### src/rtl/camera_pattern_tx_pkg.sv
// Shared definitions for the OV7670-style test pattern transmitter:
// RGB565 colours, PATTERN encodings and FSM state encoding.
package camera_pattern_tx_pkg;

  localparam logic [15:0] RGB_WHITE   = 16'hFFFF;
  localparam logic [15:0] RGB_YELLOW  = 16'hFFE0;
  localparam logic [15:0] RGB_CYAN    = 16'h07FF;
  localparam logic [15:0] RGB_GREEN   = 16'h07E0;
  localparam logic [15:0] RGB_MAGENTA = 16'hF81F;
  localparam logic [15:0] RGB_RED     = 16'hF800;
  localparam logic [15:0] RGB_BLUE    = 16'h001F;
  localparam logic [15:0] RGB_BLACK   = 16'h0000;

  typedef enum logic [1:0] {
    PatBars    = 2'd0,
    PatRed     = 2'd1,
    PatGreen   = 2'd2,
    PatChecker = 2'd3
  } pattern_e;

  typedef enum logic [2:0] {
    StIdle   = 3'd0,
    StVsync  = 3'd1,
    StVback  = 3'd2,
    StActive = 3'd3,
    StHblank = 3'd4,
    StVfront = 3'd5
  } state_e;

  function automatic logic [15:0] bar_color(input logic [2:0] idx);
    logic [15:0] c;
    case (idx)
      3'd0:    c = RGB_WHITE;
      3'd1:    c = RGB_YELLOW;
      3'd2:    c = RGB_CYAN;
      3'd3:    c = RGB_GREEN;
      3'd4:    c = RGB_MAGENTA;
      3'd5:    c = RGB_RED;
      3'd6:    c = RGB_BLUE;
      default: c = RGB_BLACK;
    endcase
    return c;
  endfunction

endpackage

### src/rtl/pattern_gen.sv
// Combinational mapping of (pattern, x, y) to one RGB565 pixel value.
module pattern_gen
  import camera_pattern_tx_pkg::*;
#(
  parameter int unsigned WIDTH = 176,
  parameter int unsigned XW    = 8,
  parameter int unsigned YW    = 8
) (
  input  pattern_e        i_pattern,
  input  logic [XW-1:0]   i_x,
  input  logic [YW-1:0]   i_y,
  output logic [15:0]     o_rgb
);

  logic [2:0] w_bar;
  logic       w_chk;

  assign w_bar = 3'((32'(i_x) * 32'd8) / WIDTH);
  // Square size is 16 pixels: colour flips with bit 4 of x and of y.
  assign w_chk = 1'((32'(i_x) ^ 32'(i_y)) >> 4);

  always_comb begin
    o_rgb = RGB_BLACK;
    case (i_pattern)
      PatBars:    o_rgb = bar_color(w_bar);
      PatRed:     o_rgb = RGB_RED;
      PatGreen:   o_rgb = RGB_GREEN;
      PatChecker: o_rgb = w_chk ? RGB_WHITE : RGB_BLACK;
      default:    o_rgb = RGB_BLACK;
    endcase
  end

endmodule

### src/rtl/camera_pattern_tx.sv
// OV7670 output-side emulator: PCLK/VSYNC/HREF/DATA frames of RGB565 test patterns.
// All outputs change on the CLOCK edge that drives PCLK low.
module camera_pattern_tx
  import camera_pattern_tx_pkg::*;
#(
  parameter int unsigned WIDTH         = 176,
  parameter int unsigned HEIGHT        = 144,
  parameter int unsigned H_BLANK       = 32,
  parameter int unsigned V_SYNC_LINES  = 3,
  parameter int unsigned V_BACK_LINES  = 10,
  parameter int unsigned V_FRONT_LINES = 2
) (
  input  logic       i_clock,
  input  logic       i_reset,
  input  logic       i_enable,
  input  logic [1:0] i_pattern,
  output logic       o_pclk,
  output logic       o_vsync,
  output logic       o_href,
  output logic [7:0] o_data,
  output logic       o_frame_done
);

  localparam int unsigned LINE_BYTES = 2 * WIDTH + H_BLANK;
  localparam int unsigned MAX_SB     = (V_SYNC_LINES > V_BACK_LINES) ? V_SYNC_LINES : V_BACK_LINES;
  localparam int unsigned MAX_VL     = (MAX_SB > V_FRONT_LINES) ? MAX_SB : V_FRONT_LINES;
  localparam int unsigned BW         = $clog2(LINE_BYTES + 1);
  localparam int unsigned LW         = $clog2(MAX_VL + 1);
  localparam int unsigned XW         = $clog2(WIDTH + 1);
  localparam int unsigned YW         = $clog2(HEIGHT + 1);

  localparam logic [BW-1:0] LINE_LAST   = BW'(LINE_BYTES - 1);
  localparam logic [BW-1:0] ACT_LAST    = BW'(2 * WIDTH - 1);
  localparam logic [BW-1:0] HB_LAST     = BW'(H_BLANK - 1);
  localparam logic [LW-1:0] VSYNC_LAST  = LW'(V_SYNC_LINES - 1);
  localparam logic [LW-1:0] VBACK_LAST  = LW'(V_BACK_LINES - 1);
  localparam logic [LW-1:0] VFRONT_LAST = LW'(V_FRONT_LINES - 1);
  localparam logic [XW-1:0] X_LAST      = XW'(WIDTH - 1);
  localparam logic [YW-1:0] Y_LAST      = YW'(HEIGHT - 1);

  state_e          r_state;
  pattern_e        r_pattern;
  logic [BW-1:0]   r_byte_cnt;
  logic [LW-1:0]   r_line_cnt;
  logic [XW-1:0]   r_x;
  logic [YW-1:0]   r_y;
  logic [7:0]      r_lo;
  logic            r_pclk;
  logic            r_vsync;
  logic            r_href;
  logic [7:0]      r_data;
  logic            r_frame_done;

  logic [15:0]     w_pix;
  logic [XW-1:0]   w_x_inc;
  logic [YW-1:0]   w_y_inc;

  assign w_x_inc = (r_x == X_LAST) ? '0 : r_x + 1'b1;
  assign w_y_inc = (r_y == Y_LAST) ? '0 : r_y + 1'b1;

  pattern_gen #(
    .WIDTH (WIDTH),
    .XW    (XW),
    .YW    (YW)
  ) u_pattern_gen (
    .i_pattern (r_pattern),
    .i_x       (r_x),
    .i_y       (r_y),
    .o_rgb     (w_pix)
  );

  always_ff @(posedge i_clock or posedge i_reset) begin
    if (i_reset) begin
      r_state      <= StIdle;
      r_pattern    <= PatBars;
      r_byte_cnt   <= '0;
      r_line_cnt   <= '0;
      r_x          <= '0;
      r_y          <= '0;
      r_lo         <= '0;
      r_pclk       <= 1'b0;
      r_vsync      <= 1'b0;
      r_href       <= 1'b0;
      r_data       <= '0;
      r_frame_done <= 1'b0;
    end else begin
      r_pclk       <= ~r_pclk;
      r_frame_done <= 1'b0;
      // Byte boundary: this edge drives PCLK low.
      if (r_pclk) begin
        unique case (r_state)
          StIdle: begin
            if (i_enable) begin
              r_state    <= StVsync;
              r_vsync    <= 1'b1;
              r_pattern  <= pattern_e'(i_pattern);
              r_byte_cnt <= '0;
              r_line_cnt <= '0;
            end
          end
          StVsync: begin
            if (r_byte_cnt == LINE_LAST) begin
              r_byte_cnt <= '0;
              if (r_line_cnt == VSYNC_LAST) begin
                r_line_cnt <= '0;
                r_state    <= StVback;
                r_vsync    <= 1'b0;
              end else begin
                r_line_cnt <= r_line_cnt + 1'b1;
              end
            end else begin
              r_byte_cnt <= r_byte_cnt + 1'b1;
            end
          end
          StVback: begin
            if (r_byte_cnt == LINE_LAST) begin
              r_byte_cnt <= '0;
              if (r_line_cnt == VBACK_LAST) begin
                r_line_cnt <= '0;
                r_state    <= StActive;
                r_href     <= 1'b1;
                r_data     <= w_pix[15:8];
                r_lo       <= w_pix[7:0];
                r_x        <= w_x_inc;
              end else begin
                r_line_cnt <= r_line_cnt + 1'b1;
              end
            end else begin
              r_byte_cnt <= r_byte_cnt + 1'b1;
            end
          end
          StActive: begin
            if (r_byte_cnt == ACT_LAST) begin
              r_byte_cnt <= '0;
              r_state    <= StHblank;
              r_href     <= 1'b0;
              r_data     <= '0;
              r_y        <= w_y_inc;
            end else begin
              r_byte_cnt <= r_byte_cnt + 1'b1;
              // x already advanced when the high byte went out.
              if (!r_byte_cnt[0]) begin
                r_data <= r_lo;
              end else begin
                r_data <= w_pix[15:8];
                r_lo   <= w_pix[7:0];
                r_x    <= w_x_inc;
              end
            end
          end
          StHblank: begin
            if (r_byte_cnt == HB_LAST) begin
              r_byte_cnt <= '0;
              // y wrapped to 0 at the end of the last active line.
              if (r_y == '0) begin
                r_state <= StVfront;
              end else begin
                r_state <= StActive;
                r_href  <= 1'b1;
                r_data  <= w_pix[15:8];
                r_lo    <= w_pix[7:0];
                r_x     <= w_x_inc;
              end
            end else begin
              r_byte_cnt <= r_byte_cnt + 1'b1;
            end
          end
          StVfront: begin
            if (r_byte_cnt == LINE_LAST) begin
              r_byte_cnt <= '0;
              if (r_line_cnt == VFRONT_LAST) begin
                r_line_cnt   <= '0;
                r_frame_done <= 1'b1;
                if (i_enable) begin
                  r_state   <= StVsync;
                  r_vsync   <= 1'b1;
                  r_pattern <= pattern_e'(i_pattern);
                end else begin
                  r_state <= StIdle;
                end
              end else begin
                r_line_cnt <= r_line_cnt + 1'b1;
              end
            end else begin
              r_byte_cnt <= r_byte_cnt + 1'b1;
            end
          end
          default: r_state <= StIdle;
        endcase
      end
    end
  end

  assign o_pclk       = r_pclk;
  assign o_vsync      = r_vsync;
  assign o_href       = r_href;
  assign o_data       = r_data;
  assign o_frame_done = r_frame_done;

endmodule

### config.mk
export PLATFORM = sky130hd
export DESIGN_NAME = camera_pattern_tx
export DESIGN_NICKNAME = d
export VERILOG_FILES = /design/src/rtl/camera_pattern_tx_pkg.sv /design/src/rtl/pattern_gen.sv /design/src/rtl/camera_pattern_tx.sv
export SDC_FILE = /design/constraint.sdc
export NUM_CORES = 1
export LEC_CHECK = 0
export ABC_AREA = 1
export BUFFER_PORTS_ARGS = -buffer_cell sky130_fd_sc_hd__buf_4
export CORE_UTILIZATION = 45
export CTS_BUF_LIST = sky130_fd_sc_hd__clkbuf_16
export DETAILED_ROUTE_END_ITERATION = 6
export GPL_TIMING_DRIVEN = 0
export SYNTH_ARGS = -nofsm -noshare
export SYNTH_HDL_FRONTEND = slang
export SYNTH_SLANG_ARGS = --single-unit
export TNS_END_PERCENT = 1
### constraint.sdc
create_clock -name i_clock -period 3.5 [get_ports i_clock]
set_input_delay 0.525 -clock i_clock [delete_from_list [all_inputs] [get_ports i_clock]]
set_output_delay 0.525 -clock i_clock [all_outputs]
set_load 0.03 [all_outputs]
Word-level counts from Yosys, hierarchy flattened --
Cells that the tools add are included. Widths: inputs -> output; s select.
Word-level totals: memories 0, bits in latches 0, output and inout port bits 12, word-level logic and storage cells 143, input port bits 5, register bits after elaboration 54, bits in read-only memories 0, RAM bits 0
Cells by class: order comparisons 0, eq/ne operators 34, divide/modulo/power cells 1, shift operators 0, mux-type cells 71, add/sub/neg operators 4, reductions and logical operators 19, bitwise logic cells 2, multipliers 0
Operators by type and width (count):
- $mux 8 | 20
- $pmux 16 s7 | 1
- $pmux 8 s3 | 3
- $pmux 16 s4 | 1
- $mux 9 | 4
- $pmux 9 s4 | 1
- $div 11x8->32 const B | 1
- $mux 3 | 10
- $mux 4 | 7
- $ne 2x2->1 const B | 12
- $eq 9x9->1 const B | 2
- $pmux 3 s6 | 1
- $reduce_and 6->1 | 3
- $add 8x1->8 const B | 2
- $eq 8x8->1 const B | 2
- $mux 16 | 1
- $pmux 4 s4 | 1
- $eq 3x3->1 const B | 5
- $mux 1 | 15
- $eq 3x2->1 const B | 4
- $reduce_and 10->1 | 1
- $add 9x1->9 const B | 1
- $eq 9x5->1 const B | 1
- $logic_not 8->1 | 1
- other kinds (22) | 31

Depth between registers and ports, before layout --
Gate-level depths: netlist (run 1).
word-level depth 7, mapped depth 20, gate-level depth less buffers 19

Hierarchy --
A second synthesis (run 1) with hierarchy kept.
Unflattened totals: cell total of the unflattened synthesis 573, area, all modules 4001.3 um2
Modules (own cells, without submodules):
- camera_pattern_tx | area an instance 3347.0 um2, seq. area each 1351.3 um2, cells an instance 463, instances 1
- pattern_gen | area an instance 654.4 um2, seq. area each 0.0 um2, cells an instance 110, instances 1

Worst setup path after synthesis (run 1) --
OpenSTA, ideal clock, no wires.
path type reg2reg, from register r_x[6], to register r_data[4] (netlist: o_data[4]), arrival 2075 ps, data required time 3423 ps, stages on the path, launching flop included 20, clock period less this slack 2153 ps, path buffers 1, library setup time 77 ps, setup slack 1347 ps, cell sequence dfrtp_1 > buf_2 > inv_1 > nand2_2 > ha_1 > inv_1 > nand2_2 > a21oi_2 > nand3_2 > nand2_1 > nand2_2 > inv_2 > nand2_4 > nand2_4 > nand3_2 > o21ai_2 > nand2_1 > nand2_1 > nand2_1 > a21oi_1
Between the ends: cells in the longest elaborated chain, start to end 7, elaborated cells on any way between the ends 17, classes of those cells div: 1; eq/ne: 6; mux: 9; reduce/logical: 1
RTL lines:
- start, declared | line camera_pattern_tx.sv:45 | logic [XW-1:0] r_x;
- start signal, assigned | line camera_pattern_tx.sv:124 | r_x <= w_x_inc;
- start signal, assigned | line camera_pattern_tx.sv:147 | r_x <= w_x_inc;
- start signal, assigned | line camera_pattern_tx.sv:162 | r_x <= w_x_inc;
- $div 11x8->32 (*) | line pattern_gen.sv:18 | assign w_bar = 3'((32'(i_x) * 32'd8) / WIDTH);
- $eq 3x3->1 (tied with other cells) | line camera_pattern_tx_pkg.sv:32 | case (idx)
- $pmux 16 s7 (*) | line camera_pattern_tx_pkg.sv:32
- $pmux 16 s4 (*) | line pattern_gen.sv:24 | case (i_pattern)
- $mux 8, on equally long branches | line camera_pattern_tx.sv:155, camera_pattern_tx.sv:118, camera_pattern_tx.sv:142
- $mux 8, on equally long branches | line camera_pattern_tx.sv:152, camera_pattern_tx.sv:116, camera_pattern_tx.sv:133
- $pmux 8 s3 (*) | line camera_pattern_tx.sv:91 | unique case (r_state)
- end signal, assigned | line camera_pattern_tx.sv:143 | r_data <= r_lo;
- end signal, assigned | line camera_pattern_tx.sv:145 | r_data <= w_pix[15:8];
- end signal, assigned | line camera_pattern_tx.sv:160 | r_data <= w_pix[15:8];
- end, declared | line camera_pattern_tx.sv:51 | logic [7:0] r_data;
Every way passes the cells marked *; elsewhere a longest branch is shown, timed or not. The select of a mux whose other input is x is not followed. A chain may end at the register's enable or synchronous reset.

Final worst setup path (run 1) --
from register r_x[6], to register r_lo[4]
Between the ends: cells in the longest elaborated chain, start to end 7, elaborated cells on any way between the ends 17, classes of those cells div: 1; eq/ne: 6; mux: 9; reduce/logical: 1
RTL lines:
- $div 11x8->32 (*) | line pattern_gen.sv:18
- $eq 3x3->1 (tied with other cells) | line camera_pattern_tx_pkg.sv:32
- $pmux 16 s7 (*) | line camera_pattern_tx_pkg.sv:32
- $pmux 16 s4 (*) | line pattern_gen.sv:24
- $mux 8, on equally long branches | line camera_pattern_tx.sv:155, camera_pattern_tx.sv:118, camera_pattern_tx.sv:142
- $mux 8, on equally long branches | line camera_pattern_tx.sv:152, camera_pattern_tx.sv:116, camera_pattern_tx.sv:133
- $pmux 8 s3 (*) | line camera_pattern_tx.sv:91
- end signal, assigned | line camera_pattern_tx.sv:123 | r_lo <= w_pix[7:0];
- end signal, assigned | line camera_pattern_tx.sv:146 | r_lo <= w_pix[7:0];
- end signal, assigned | line camera_pattern_tx.sv:161 | r_lo <= w_pix[7:0];
- end, declared | line camera_pattern_tx.sv:47 | logic [7:0] r_lo;
Marks and branches as above.

==> results.toml, run 1 <==
[floorplan]
core_sq_um = 6350
die_x_um = 83.08
ioPinCount = 17
fp.dieH_um = 83.08
die-area_sq_um = 6901
start_util_pct = 46.58
num_rows = 29

[detailed_routing]
vias = 2665
via_per_inst = 5.205
routed_wl_mm = 6.106
detail_route.wl_per_cell_um = 11.93
dr.pass1.iters = 4
antenna_left = 0
drt_iter0_drc = 94
drcViolationCount = 0

[synthesis]
synth.top_cell.area_share_pct = 36.38
ys_top_cells_by_area = "dfrtp_1, nand2_1, inv_1"
seq_area_frac_synth_pct = 36.38
synth_cells = 411
synth_nets = 425
syn_avg_cell_area_sq_um = 7.197
yosysWarnings = 0
yosysUniqueCellTypes = 35
synth_top_cell_by_area = "dfrtp_1"
ys_async_sr_fraction_pct = 100.0
synth_edf_count = 0
ys_seq_elements = 43
synth_ff_type = "dfrtp_1"
syn-cell-area_sq_um = 2958

[placed_design]
dpl-instance-area_sq_um = 3194
post-place-ws_ns = 1.063
gp_congestion = 0.8847
io_buffers = 16
dpl.hpwl_mm = 4.726

[power]
seq_power_share_pct = 52.4
peakVddDrop_mv = 0.1773
p_comb_share_pct = 1.8
p_sw_share_pct = 19.99
p_sw_mw = 0.1896
powerDensity_nw_per_um2 = 285.0
cellLeakagePower_nw = 1.701
power_report.internal_total_mw = 0.7588
power_frac_clock_pct = 45.8

[timing]
finClkSkew_ns = 0.002910
fmax_mhz = 413.0
fin_ws_ns = 1.079
setup_tns_ns = 0
fin_crit_sh_pct = 69.18
grt_setup_unrepaired = "no"
setup_viol = 0
worstMarginPinSlew_ns = 0.4925
fin_crit_ns = 2.421
hold_viol = 0
slew_viol_final = 0
hold-worst-slack_ns = 0.1359
slew_headroom_pct = 66.89

[critical_path]
path_cells = "buf_2 -> inv_1 -> nand2_2 -> ha_1 -> inv_1 -> nand2_2 -> a21oi_2 -> nand3_2 -> nand3_1 -> nand2_1 -> inv_2 -> o21ai_0 -> nor2_1 -> nor2_1 -> nor2_1 -> nand4_1 -> a21oi_1"
cp_num_buf_inv = 4
path_common_cell = "nor2_1"
worstPathArrival_ns = 2.63
critPathCaptureType = "flop"
critPathMaxStageDelay_ns = 0.35
path_max_fanout = 8
cp_top_family = "simple AND/OR/NAND/NOR gates"
r2r_start = "r_x[6]"
crit_type = "reg2reg"
startpoint = "r_x[6]"
critPathLaunchType = "flop"
cp.required_ns = 3.71
crit_slowest_cell = "dfrtp_1"

[layout]
diodes = 0
utilization_pct = 52.41
fillCellCount = 644
final_area_sq_um = 3328
seq_area_sq_um = 1076
drive_above_1_share_pct = 16.09
multi_input_area_sq_um = 1546
area_growth_pct = 12.52
nets = 449

[grt]
track_usage_pct = 19.41
antenna_found_initial = 0
grt_pass1_vias = 2546
grt_overflow = 0
grt_pass1_wl_mm = 11.13
grt_max_degree = 39

[cts]
hold_buffers = 0
cts_resized = 0
clock-root-buffer = "clkbuf_16"
post_cts_buffers = 0
htreeDepth = 2
cts_buffer_depth = 2
path_clk_slew_ns = 0.06
numCtsBuffers = 5
clk_latency_ns = 0.28
cts_tree = "built"
clock-sinks = 43

[run]
drv_cap = 0

[run_status]
status = "complete, no violations"

[worst_hold_path]
hold_path.class = "in2async"
## power by group through the flow
stage	Sequential [mW]	Clock, mW	Combinational, mW
6_report	0.497	0.435	0.0166
5_1_grt	0.497	0.470	0.0195
4_1_cts	0.497	0.452	0.0179
3_5_place_dp	0.506	0	0.0180
3_3_place_gp	0.506	0	0.0149
2_1_floorplan	0.506	0	0.00760
## worst reg2reg max path, stage by stage, from the launching register on
cell,delay (ns)
dfrtp_1,0.35
buf_2,0.16
inv_1,0.14
nand2_2,0.10
ha_1,0.27
inv_1,0.06
nand2_2,0.06
a21oi_2,0.13
nand3_2,0.13
nand3_1,0.12
nand2_1,0.09
inv_2,0.07
o21ai_0,0.07
nor2_1,0.18
nor2_1,0.08
nor2_1,0.08
nand4_1,0.11
a21oi_1,0.14
## logic make-up after synthesis
logic type | count (synthesis) | synth area share [%]
and+or+nand+nor | 191 | 31.47
DFF | 43 | 36.38
AOI/OAI and AO/OA | 78 | 14.93
adders and majority gates | 9 | 3.807
buffers and inverters | 83 | 11.34
xor gates and xnor gates | 7 | 2.073
## final cells by class
type	count	share of cell area [%]
Buffer	8	1.617
Clock buffer	5	3.759
Clock inverter	2	0.2632
Inverter	75	8.459
Multi-Input combinational cell	285	46.47
Sequential cell	43	32.33
Tap cell	77	2.895
Timing Repair Buffer	17	4.211
## synthesized netlist by cell type, drive strengths merged (2+ instances only)
cell    number
a22oi        2
nand2       83
o31ai        2
a31oi        5
buf          7
nand4        5
nor4         5
o22ai        5
inv         75
xor2         7
nor3        12
a21oi       27
dfrtp       43
o21ai       32
o211ai       4
ha           9
nor3b        3
nand3       33
nor2        48
## through the flow
stage               cells  total power, mW
floorplan             411           0.5138
global placement      504           0.5211
detailed placement    505           0.5242
CTS                   512           0.9670
global route          512           0.9857
finish                512           0.9484
## worst paths after layout
check | depth (start not counted) | to | slack, ns
max reg2reg | 17 | r_lo[4] | 1.08
min in group i_clock | 2 | o_href | 0.48
max | 17 | r_lo[4] | 1.08
min | 2 | r_y[7] | 0.14
min reg2reg | 2 | o_href | 0.48
max in group asynchronous | 3 | r_byte_cnt[6] | 2.94
## cells in the final DEF (no fill, tap or decap), drive strengths merged, types with 3 or more instances in the layout
cell type,synthesis,routed
nand2,83,83
inv,75,75
nor2,48,48
dfrtp,43,43
nand3,33,33
o21ai,32,32
a21oi,27,27
buf,7,24
nor3,12,12
ha,9,9
xor2,7,7
clkbuf,1,6
nand4,5,5
o22ai,5,5
a31oi,5,5
nor4,5,5
o211ai,4,4
nor3b,3,3
## metal layers
layer / global-route usage [%] / up-vias / part of all wire (%)
met3: 2.386 / 5 / 1.9
met5: 0 / - / 0
met4: 5.643 / 0 / 1.1
met2: 32.27 / 28 / 46
li1: - / 1397 / -
met1: 26.60 / 1235 / 51
## registers in the layout, indices dropped and copies added (netlist names)
signal	flops
r_pattern	2
o_frame_done	1
o_pclk	1
r_line_cnt	4
o_href	1
o_vsync	1
r_y	8
r_byte_cnt	9
o_data	3
r_x	8
r_state	3
r_lo	2
Note: power is estimated with default switching activity, not from simulation.
==> run 2, diff against run 1 <==
==> constraint.sdc (replaced) <==
create_clock -name i_clock -period 2.3 [get_ports i_clock]
set_input_delay 0.345 -clock i_clock [delete_from_list [all_inputs] [get_ports i_clock]]
set_output_delay 0.345 -clock i_clock [all_outputs]
set_load 0.03 [all_outputs]
==> run 2 against run 1 <==
  * Non-clock buffer count rose by 12
  * Worst setup slack got worse by 1.0 ns
  * Fmax rose by 6.9%
  * Utilization rose by 3.4 points
  * Worst hold slack improved by 0.19 ns
  * Via count rose by 2.0%
  * Total power rose by 53%
  * Clock skew rose by 0.00071 ns
  * Sequential cell count did not move
  * First-iteration DRC count rose by 11%
  * Cell count rose by 2.3%
==> results.toml, run 2 (synthesis gave the netlist of run 1 again) <==
[run_status]
status = "complete, no violations"

[floorplan]
ioPinCount = 17
fp.dieH_um = 83.08
die-area_sq_um = 6901
start_util_pct = 46.58
core_sq_um = 6350
die_x_um = 83.08
num_rows = 29

[cts]
cts_buffer_depth = 2
clock-sinks = 43
cts_tree = "built"
htreeDepth = 2
clk_latency_ns = 0.28
clock-root-buffer = "clkbuf_16"
path_clk_slew_ns = 0.06
numCtsBuffers = 5

[critical_path]
crit_slowest_cell = "dfrtp_2"
cp_top_family = "simple AND/OR/NAND/NOR gates"
reg2reg_slack_ns = 0.03
path_cells = "nand2_4 -> nand2_4 -> ha_4 -> inv_2 -> nand2_2 -> a21oi_2 -> nand3_2 -> nand2_2 -> nand2_2 -> inv_2 -> nand2_4 -> nand2_4 -> nand3_4 -> o21ai_4 -> nand2_2 -> nand2_1 -> nand2_1 -> a21oi_2"
crit_type = "reg2reg"
critPathLaunchType = "flop"
worstSetupPathDepth = 18
worstPathArrival_ns = 2.48
cp_num_buf_inv = 2
cp.required_ns = 2.51
ff2ff_path_depth = 18
critPathMaxStageDelay_ns = 0.44
path_max_fanout = 5
critPathCaptureType = "flop"

[timing]
hold_viol = 0
fmax_mhz = 441.4
worstMarginPinSlew_ns = 0.4884
grt_setup_unrepaired = "yes"
fin_crit_sh_pct = 98.49
slew_headroom_pct = 67.17
finClkSkew_ns = 0.003619
setup_viol = 0
fin_crit_ns = 2.265
fin_ws_ns = 0.03471
slew_viol_final = 0
hold-worst-slack_ns = 0.3225

[detailed_routing]
via_per_inst = 5.187
dr.pass1.iters = 4
routed_wl_mm = 6.441
vias = 2718
antenna_left = 0
drcViolationCount = 0
drt_iter0_drc = 104
detail_route.wl_per_cell_um = 12.29

[layout]
fillCellCount = 627
top_register = "r_byte_cnt"
final_area_sq_um = 3546
diodes = 0
largest_register_ffs = 9
mostFrequentLayoutCells = "nand2_1, inv_1, dfrtp_1"
final_common_cell = "nand2_1"
seq_area_sq_um = 1081
nets = 461
drive_above_1_share_pct = 22.82
biggestRegsByFlops = "r_byte_cnt x9, r_x x8, r_y x8"
multi_input_area_sq_um = 1664
area_growth_pct = 19.88

[placed_design]
gp_congestion = 0.8847
dpl.hpwl_mm = 4.726
io_buffers = 16
dpl-instance-area_sq_um = 3194
post-place-ws_ns = -0.1369

[grt]
antenna_found_initial = 0
grt_pass1_vias = 2564
grt_pass1_wl_mm = 11.27
grt_max_degree = 39
track_usage_pct = 19.69
grt_overflow = 0

[worst_hold_path]
hold_path.class = "in2reg"
hold_depth = 3

[power]
powerDensity_nw_per_um2 = 408.3
peakVddDrop_mv = 0.2611
cellLeakagePower_nw = 1.786

[run]
drv_cap = 0
[run 2: cell type report]
class                      count  share of cell area (%)
multi-input combinational    285                   46.93
sequential                    43                   30.49
inverter                      75                   7.939
timing repair buffer          30                   6.775
clock buffer                   5                   3.529
tap                           77                   2.717
buffer                         7                   1.376
clock inverter                 2                  0.2470
[run 2: routing by layer]
layer  global-route usage, %  share of wire (%)  vias up
met4                   5.643               0.99        0
met5                       0                  0        -
li1                        -                  -     1417
met3                   2.386                2.1        5
met1                   26.92                 50     1257
met2                   32.86                 47       39
[run 2: tightest hold or removal path: stages]
cell and delay (ns):
buf_4 0.08, nor2_1 0.03, a21oi_1 0.10
[run 2: path summary, 6_finish.rpt]
path,end,from
min in group asynchronous,r_y[7],i_reset
max in group asynchronous,r_state[0],i_reset
worst min register to register,o_href,o_href
worst min-delay path,r_pattern[1],i_pattern[1]
worst max register to register,o_data[4],r_x[4]
worst max-delay path,o_data[4],r_x[4]
[run 2: timing repair]
item | 4_1_cts | 5_1_grt
setup endpoints to repair | 8 | 12
cloned | 0 | 0
buffers inserted | 4 | 8
gates resized for setup | 4 | 28
endpoints found under the hold margin | 5 | 0
pin swaps | 4 | 16
hold buffers | 1 | 0
[run 2: report_power, final]
group,switching (mW),internal [mW],total [mW]
logic,0.0176,0.00922,0.0268
clock network,0.274,0.390,0.665
registers,0,0.757,0.757
[run 2: through the flow]
stage / std cells / setup TNS [ns] / util [%] / power [mW]
after floorplan: 411 / 0 / - / 0.7819
after global placement: 504 / -0.3119 / 49.99 / 0.7930
after detailed placement: 505 / -0.7777 / 50.31 / 0.7977
after CTS: 517 / -0.1193 / 53.24 / 1.473
after global routing: 524 / -0.4882 / 55.84 / 1.503
final: 524 / 0 / 55.84 / 1.448
==> run 3, diff against run 2 <==
--- a/config.mk
+++ b/config.mk
@@ -7,8 +7,9 @@
 export LEC_CHECK = 0
 export ABC_AREA = 1
 export BUFFER_PORTS_ARGS = -buffer_cell sky130_fd_sc_hd__buf_4
-export CORE_UTILIZATION = 45
+export CORE_UTILIZATION = 35
 export CTS_BUF_LIST = sky130_fd_sc_hd__clkbuf_16
+export CTS_CLUSTER_DIAMETER = 50
 export DETAILED_ROUTE_END_ITERATION = 6
 export GPL_TIMING_DRIVEN = 0
 export SYNTH_ARGS = -nofsm -noshare
==> run 3 against run 2 <==
  * Via count decreased by 0.59%
  * Combinational power decreased by 6%
  * Cell area increased by 0.85%
  * Critical path type unchanged
  * Largest cell class unchanged
  * Highest routed layer unchanged
  * Fmax increased by 2.3%
==> results.toml, run 3 (synthesis gave the netlist of run 1 again) <==
[layout]
final_common_cell = "nand2_1"
nets = 461
fillCellCount = 810
drive_above_1_share_pct = 23.66
largest_register_ffs = 9
area_growth_pct = 20.90
top_register = "r_byte_cnt"
mostFrequentLayoutCells = "nand2_1, inv_1, dfrtp_1"
fin_cells = 553
diodes = 0
biggestRegsByFlops = "r_byte_cnt x9, r_x x8, r_y x8"
final_area_sq_um = 3576

[critical_path]
critPathMaxStageDelay_ns = 0.43
cp_num_buf_inv = 3
cp_top_family = "simple AND/OR/NAND/NOR gates"
critPathLaunchType = "flop"
path_cells = "ha_4 -> nand3_2 -> inv_2 -> nand2_2 -> nor2_4 -> inv_2 -> o21ai_2 -> nand2_2 -> inv_2 -> nand2_2 -> nor2_4 -> nand3_2 -> nor2_2 -> nand2_1 -> xor2_1 -> nor2_1"
critPathCaptureType = "flop"
path_max_fanout = 6
cp.required_ns = 2.47
worstPathArrival_ns = 2.38
crit_slowest_cell = "dfrtp_1"
crit_type = "reg2reg"

[timing]
fmax_mhz = 451.6
slew_headroom_pct = 71.91
fin_crit_ns = 2.214
hold_viol = 0
grt_setup_unrepaired = "yes"
worstMarginPinSlew_ns = 0.4213
hold-worst-slack_ns = 0.03917
fin_crit_sh_pct = 96.27
setup_viol = 0
finClkSkew_ns = 0.006869
slew_viol_final = 0

[floorplan]
die-area_sq_um = 8823
core_sq_um = 8217
fp.dieH_um = 93.93
die_x_um = 93.93
num_rows = 33
ioPinCount = 17
start_util_pct = 36.00

[cts]
htreeDepth = 2
cts_buffer_depth = 2
numCtsBuffers = 5
clk_latency_ns = 0.28
clock-sinks = 43
hold_buffers = 0
path_clk_slew_ns = 0.06
cts_tree = "built"
clock-root-buffer = "clkbuf_16"

[power]
finalPower_mw = 1.458
powerDensity_nw_per_um2 = 407.6
cellLeakagePower_nw = 1.794
peakVddDrop_mv = 0.3449

[grt]
track_usage_pct = 14.84
grt_pass1_wl_mm = 10.49
grt_max_degree = 29
grt_overflow = 0
grt_pass1_vias = 2459
antenna_found_initial = 0

[detailed_routing]
vias = 2702
via_per_inst = 4.886
drcViolationCount = 0
detail_route.wl_per_cell_um = 11.30
dr.pass1.iters = 4
drt_iter0_drc = 100
routed_wl_mm = 6.249
antenna_left = 0

[run]
drv_cap = 0

[run_status]
status = "complete, no violations"

[placed_design]
gp_congestion = 0.8240
dpl-instance-area_sq_um = 3229
dp.cells = 533
dpl.hpwl_mm = 4.680
io_buffers = 16

[worst_hold_path]
hold_path.class = "in2async"
[run 3: layer usage]
layer | up-vias | track usage [%] | wire [um]
met2 | 30 | 24.76 | 2855
met4 | 0 | 4.615 | 42
met1 | 1260 | 19.70 | 3203
met5 | - | 0 | 0
met3 | 2 | 2.184 | 148
li1 | 1410 | - | -
[run 3: path summary, 6_finish.rpt]
kind                                from      endpoint  slack, ns  depth (start not counted)
max in group asynchronous        i_reset        r_x[6]       1.80                          3
setup reg to reg           r_byte_cnt[0]        r_x[7]       0.09                         16
setup / recovery           r_byte_cnt[0]        r_x[7]       0.09                         16
min in group i_clock        i_pattern[1]  r_pattern[1]       0.31                          3
hold reg to reg                   o_href        o_href       0.49                          2
hold / removal                   i_reset        r_y[5]       0.04                          2
[run 3: cell type report]
class	instances	area (sq um)	area share [%]
clock buffers	5	125.1	3.499
well taps	105	131.4	3.674
plain buffers	7	48.80	1.365
multi-input cells	285	1652	46.19
inverters	75	285.3	7.978
flip-flops and latches	43	1080	30.20
repair buffers	30	237.7	6.648
clock inverters	3	16.27	0.4549
[run 3: where the power goes]
group / total, mW / switching, mW / internal, mW
clock network: 0.676 / 0.280 / 0.396
registers: 0.756 / 0 / 0.756
logic: 0.0252 / 0.0172 / 0.00803
[run 3: stage by stage]
step	worst slack [ns]	TNS, ns	util (%)
2_1_floorplan	0.1475	0	-
3_3_place_gp	-0.09704	-0.2506	39.06
3_5_place_dp	-0.1282	-0.3495	39.30
4_1_cts	-0.01318	-0.01318	41.89
5_1_grt	-0.1249	-0.4953	43.52
6_report	0.08583	0	43.52
[run 3: worst reg2reg max path: stages (launching register included)]
cell     delay [ns]
dfrtp_1        0.43
ha_4           0.17
nand3_2        0.11
inv_2          0.08
nand2_2        0.06
nor2_4         0.10
inv_2          0.06
o21ai_2        0.13
nand2_2        0.09
inv_2          0.06
nand2_2        0.09
nor2_4         0.20
nand3_2        0.12
nor2_2         0.11
nand2_1        0.07
xor2_1         0.14
nor2_1         0.06
[run 3: timing repair]
action | 4_1_cts | 5_1_grt
endpoints found under the setup margin | 7 | 13
resized for setup | 13 | 17
hold endpoints to repair | 0 | 0
buffers inserted | 5 | 8
pin swaps | 6 | 8
